**src/rtl/stream_mux_2x1.sv**
```systemverilog
// Two-to-one valid/ready stream merger with round-robin arbitration,
// a single registered output stage, source tagging and per-input beat counters.
module stream_mux_2x1 #(
  parameter int DATA_W = 8,
  parameter int CNT_W  = 16
) (
  input  logic              clk,
  input  logic              rst_n,
  input  logic [DATA_W-1:0] din_0,
  input  logic              din_0_valid,
  output logic              din_0_ready,
  input  logic [DATA_W-1:0] din_1,
  input  logic              din_1_valid,
  output logic              din_1_ready,
  output logic [DATA_W-1:0] dout,
  output logic              dout_src,
  output logic              dout_valid,
  input  logic              dout_ready,
  output logic [CNT_W-1:0]  cnt_0,
  output logic [CNT_W-1:0]  cnt_1
);

  logic last_grant_r;
  logic load_ok_s;
  logic grant_0_s;
  logic grant_1_s;
  logic accept_0_s;
  logic accept_1_s;

  // Round-robin grant: on contention serve the source not served last.
  always_comb begin
    grant_0_s = 1'b0;
    grant_1_s = 1'b0;
    if (din_0_valid && din_1_valid) begin
      if (last_grant_r) begin
        grant_0_s = 1'b1;
      end else begin
        grant_1_s = 1'b1;
      end
    end else if (din_0_valid) begin
      grant_0_s = 1'b1;
    end else if (din_1_valid) begin
      grant_1_s = 1'b1;
    end else begin
      grant_0_s = 1'b0;
      grant_1_s = 1'b0;
    end
  end

  // The output register can take a beat when empty or draining this cycle.
  assign load_ok_s   = ~dout_valid | dout_ready;
  assign din_0_ready = rst_n & load_ok_s & grant_0_s;
  assign din_1_ready = rst_n & load_ok_s & grant_1_s;
  assign accept_0_s  = din_0_valid & din_0_ready;
  assign accept_1_s  = din_1_valid & din_1_ready;

  // Output stage, arbitration history and beat counters.
  always_ff @(posedge clk) begin
    if (!rst_n) begin
      dout         <= {DATA_W{1'b0}};
      dout_src     <= 1'b0;
      dout_valid   <= 1'b0;
      last_grant_r <= 1'b1;
      cnt_0        <= {CNT_W{1'b0}};
      cnt_1        <= {CNT_W{1'b0}};
    end else if (accept_0_s) begin
      dout         <= din_0;
      dout_src     <= 1'b0;
      dout_valid   <= 1'b1;
      last_grant_r <= 1'b0;
      cnt_0        <= cnt_0 + CNT_W'(1);
    end else if (accept_1_s) begin
      dout         <= din_1;
      dout_src     <= 1'b1;
      dout_valid   <= 1'b1;
      last_grant_r <= 1'b1;
      cnt_1        <= cnt_1 + CNT_W'(1);
    end else if (dout_valid && dout_ready) begin
      dout_valid   <= 1'b0;
    end else begin
      dout_valid   <= dout_valid;
    end
  end

endmodule
```
**config.mk**
```make
export PLATFORM = sky130hd
export DESIGN_NAME = stream_mux_2x1
export DESIGN_NICKNAME = d
export VERILOG_FILES = /design/src/rtl/stream_mux_2x1.sv
export SDC_FILE = /design/constraint.sdc
export NUM_CORES = 1
export LEC_CHECK = 0
export CORE_MARGIN = 2
export CORE_UTILIZATION = 46
export DETAILED_ROUTE_END_ITERATION = 7
export HOLD_SLACK_MARGIN = 0.05
export PLACE_DENSITY = 0.83
export SYNTH_ARGS = -nofsm -noshare
export SYNTH_HDL_FRONTEND = slang
export SYNTH_SLANG_ARGS = --single-unit
```
**constraint.sdc**
```tcl
create_clock -name clk -period 1.8 [get_ports clk]
set_clock_uncertainty 0.1 [all_clocks]
set_input_delay 0.36 -clock clk [delete_from_list [all_inputs] [get_ports clk]]
set_output_delay 0.36 -clock clk [all_outputs]
set_load 0.1 [all_outputs]
```
==> Implementation_results.wiki <==
{| class="wikitable"
! Metric !! Value
|-
| Run status || finished, violations left
|-
| Violations in the final reports || negative setup slack
|-
| List of most frequent post-synthesis cells || dfxtp_1 (43), nand2_1 (36), a21oi_1 (17)
|-
| Net count after synthesis || 255
|-
| Number of antenna repair diodes || 0
|-
| Internal power || 1.47 mW
|-
| Per-cell routed wire length || 18.5 µm
|-
| Number of flops mapped to enable cells by yosys || 0
|-
| Post-synthesis to final-layout area growth || 78.5%
|-
| Count of endpoints failing hold in the final timing report || 0
|-
| Startpoint of the most critical hold path || cnt_1[5]
|-
| Leakage power summed over all cells || 1.28 nW
|-
| Pre-antenna DRT Iters || 4
|-
| Maximum buffer depth of the clock tree || 2
|-
| TritonCTS clock tree || built
|-
| Sequential fraction of the synthesis area || 43.2%
|-
| Power Dens Cells || 611 mW/mm²
|-
| Source of the critical timing path || dout_valid
|-
| Util after Layout || 87.0%
|-
| Number of placed instances with taps included || 358
|-
| Grt ovf || 0
|-
| Worst path max stage delay || 0.35 ns
|-
| Post-detailed-placement half-perimeter wirelength || 4500 µm
|-
| Reg2Reg Capture Point || cnt_0[7]
|-
| Final Critical Period || 1.85 ns
|-
| Commonest register cell after synthesis || dfxtp_1
|-
| Synth warn || 0
|-
| Antenna Nets Post-Route || 0
|-
| Async set-or-reset flop fraction in the synthesized netlist || 0%
|-
| Number of H-tree levels || 2
|-
| Hold Crit Class || flip-flop to flip-flop
|-
| Total of flip-flops plus latches after synthesis || 43
|-
| Proportion of netlist area held by the largest area contributor || 43.2%
|-
| Critical Path RT || 1.34 ns
|-
| Number of global-route vias before repair || 2,276
|-
| Length in cells of the worst reg-to-reg path || 5
|-
| Reg clk slew, reported paths || 0.08 ns
|-
| Most instantiated library cell after synthesis || dfxtp_1
|-
| Post-synthesis cell type with the largest combined area || dfxtp_1
|-
| Number of max-cap violations || 0
|-
| Register-to-register setup slack || -0.05 ns
|-
| Critical path type || flip-flop to output pin
|-
| Final instance count without filler cells || 374
|-
| Clock sink count || 43
|-
| Routed via count || 2,269
|-
| Fraction of layout cells with a size suffix above 1 || 39.8%
|-
| Core Region || 0.00409 mm²
|-
| Number of different library cells in the post-synthesis netlist || 41
|-
| Count of routing violations after the opening detailed-route iteration || 150
|-
| Clock buffer count from CTS || 5
|-
| Slowest cell on crit path || dfxtp_4
|-
| Avg Synthesized Cell Area || 8.58 µm²
|-
| Die outline width || 69.8 µm
|-
| Syn Inst Count || 232
|-
| Sequential share of power || 45.5%
|-
| Final Net Count || 346
|-
| Period utilisation layout || 103%
|-
| Largest vdd supply drop || 0.000430 V
|-
| Endpoint of the worst hold path || cnt_1[5]
|-
| Die boundary height || 69.8 µm
|-
| Cell count of the worst hold path || 1
|-
| Count of standard-cell rows || 23
|-
| I/O pin cnt || 65
|-
| Sum of internal, switching and leakage power || 2.17 mW
|-
| Setup-failing EPs final || 3
|-
| Net switching power figure || 0.697 mW
|-
| Combinational Power Share || 24.5%
|-
| Critical-path maximum fanout || 6
|-
| Starting Density || 48.7%
|-
| Maximum number of pins on one net before global-route repair || 19
|-
| Total Negative Setup Slacks || -0.113 ns
|-
| GR Util All Layers || 27.8%
|-
| Max Freq || 540 MHz
|-
| Cell at the root of the clock tree || clkbuf_8
|-
| Setup repair after global routing missed its margin || yes
|-
| Measured slew at the worst slew-check pin || 0.428 ns
|-
| Max transition margin || 71.2%
|-
| Ordered list of cells on the worst path || or2b_4, nand4_4, clkinvlp_4, buf_12
|-
| Count of input and output buffers || 64
|-
| Vias per Instance || 6.07
|-
| Cts-stage hold buffer count || 0
|-
| Fraction of power spent switching nets || 32.1%
|-
| WL final || 6930 µm
|-
| Post-detailed-route DRC marker count || 0
|-
| Area contributors post-synth || dfxtp_1 (43%), nand2_1 (6.8%), a21oi_1 (4.3%)
|-
| Part of the total power dissipated in the clock network || 30.1%
|-
| Max-slew violation total from the final report || 0
|-
| First-pass GRT wire length || 11,000 µm
|-
| GP Congestion || 0.913
|-
| Critical path capture point type || output pin
|-
| Number of antenna violations at the first check in global routing || 0
|-
| Latest clock arrival within the worst-skew pair || 0.30 ns
|-
| Cell area after technology mapping || 0.00199 mm²
|-
| DIE AREA || 0.00487 mm²
|-
| Worst Setup Slack, final || -0.0502 ns
|-
| Critical R2R Launch || dout_valid
|-
| Arrival time of data at the critical path endpoint || 1.39 ns
|-
| Startpoint type of the worst setup path || flip-flop
|}
[how the worst max path moves through the flow]
stage | end | slack, ns | depth (start not counted)
final | din_0_ready | -0.05 | 4
after global routing | cnt_0[7] | -0.13 | 5
after CTS | din_0_ready | -0.04 | 4
after detailed placement | cnt_1[10] | -0.46 | 6
after global placement | cnt_0[7] | -0.36 | 5
after floorplan | cnt_0[0] | -0.34 | 6
[critical path, delay by kind of cell, from the launching register on]
family / cells / cell delay (ns)
buffers and inverters: 2 / 0.30
flip-flops: 1 / 0.35
AND/OR/NAND/NOR: 2 / 0.43
[flip-flops by register name (all words and copies together) (netlist names)]
register,flops
cnt_0,16
cnt_1,16
dout,8
dout_src,1
dout_valid,1
last_grant_r,1
[area by class of cell]
class                   count  area, µm²
repair buffers             96       1320
multi-input cells         172       1110
flip-flops and latches     43        950
fillers                   177        533
clock buffers               7       86.3
well taps                  50       62.6
inverters                   5       22.5
clock inverters             1       3.75
[power by group through the flow]
stage          clock, mW  combinational (mW)  sequential [mW]
2_1_floorplan          0               0.114             1.17
3_3_place_gp           0               0.488             1.01
3_5_place_dp           0               0.498             1.01
4_1_cts            0.639               0.513            0.987
5_1_grt            0.686               0.555            0.991
6_report           0.653               0.532            0.987
[per-layer routing]
layer  vias up  global-route usage, %  share of wire [%]
li1       1043                      -                  -
met1      1087                   31.1                 39
met2       111                   48.3                 51
met3        28                   8.14                6.9
met4         0                   13.2                3.9
met5         -                      0                  0
[through the flow]
stage	worst slack, ns	hold slack [ns]	cell area, µm²
5_1_grt	-0.127	0.411	3550
4_1_cts	-0.0443	0.398	3510
2_1_floorplan	-0.342	0.415	2130
3_5_place_dp	-0.465	0.385	3370
3_3_place_gp	-0.356	0.375	3370
6_report	-0.0502	0.399	3550
[logic make-up (layout without fill, tap and decap cells)]
family	count (synthesis)	in the layout	synth area share, %
multiplexers	5	5	2.51
adder cells (fa/ha/maj)	2	2	1.26
AND/OR/NAND/NOR	101	101	28.3
buffers and inverters	17	109	3.96
AO/OA/AOI/OAI	59	59	18.5
flip-flops	43	43	43.2
XOR/XNOR	5	5	2.20
[cells in the final DEF, fill, tap and decap left out, types with 2 or more instances in the layout]
cell	synthesis	layout
nand2b_1	3	2
nor2_1	7	7
o31a_1	3	3
o21a_1	2	2
o21ai_0	16	16
mux2i_1	5	5
buf_12	0	44
a21oi_2	0	2
nor4_1	5	5
and3_1	2	2
or4_1	6	6
and2_1	2	2
dfxtp_2	0	8
clkbuf_8	1	6
inv_1	5	3
dfxtp_1	43	14
dlygate4sd2_1	0	4
clkdlybuf4s50_1	0	16
nand2_1	36	36
o31ai_1	9	9
xor2_1	2	2
nand4_4	1	2
and4_1	4	3
nand4_1	8	8
or3_1	7	7
dfxtp_4	0	21
buf_4	1	31
nand3_1	11	10
a21oi_1	17	15
a31oi_1	8	8
xnor2_1	3	3
[what timing repair did]
item | in CTS | in global routing
setup endpoints to repair | 25 | 6
cloned | 0 | 0
resized for setup | 9 | 4
buffers inserted | 5 | 3
pin swaps | 4 | 2
Note: power is estimated with default switching activity, not from simulation.
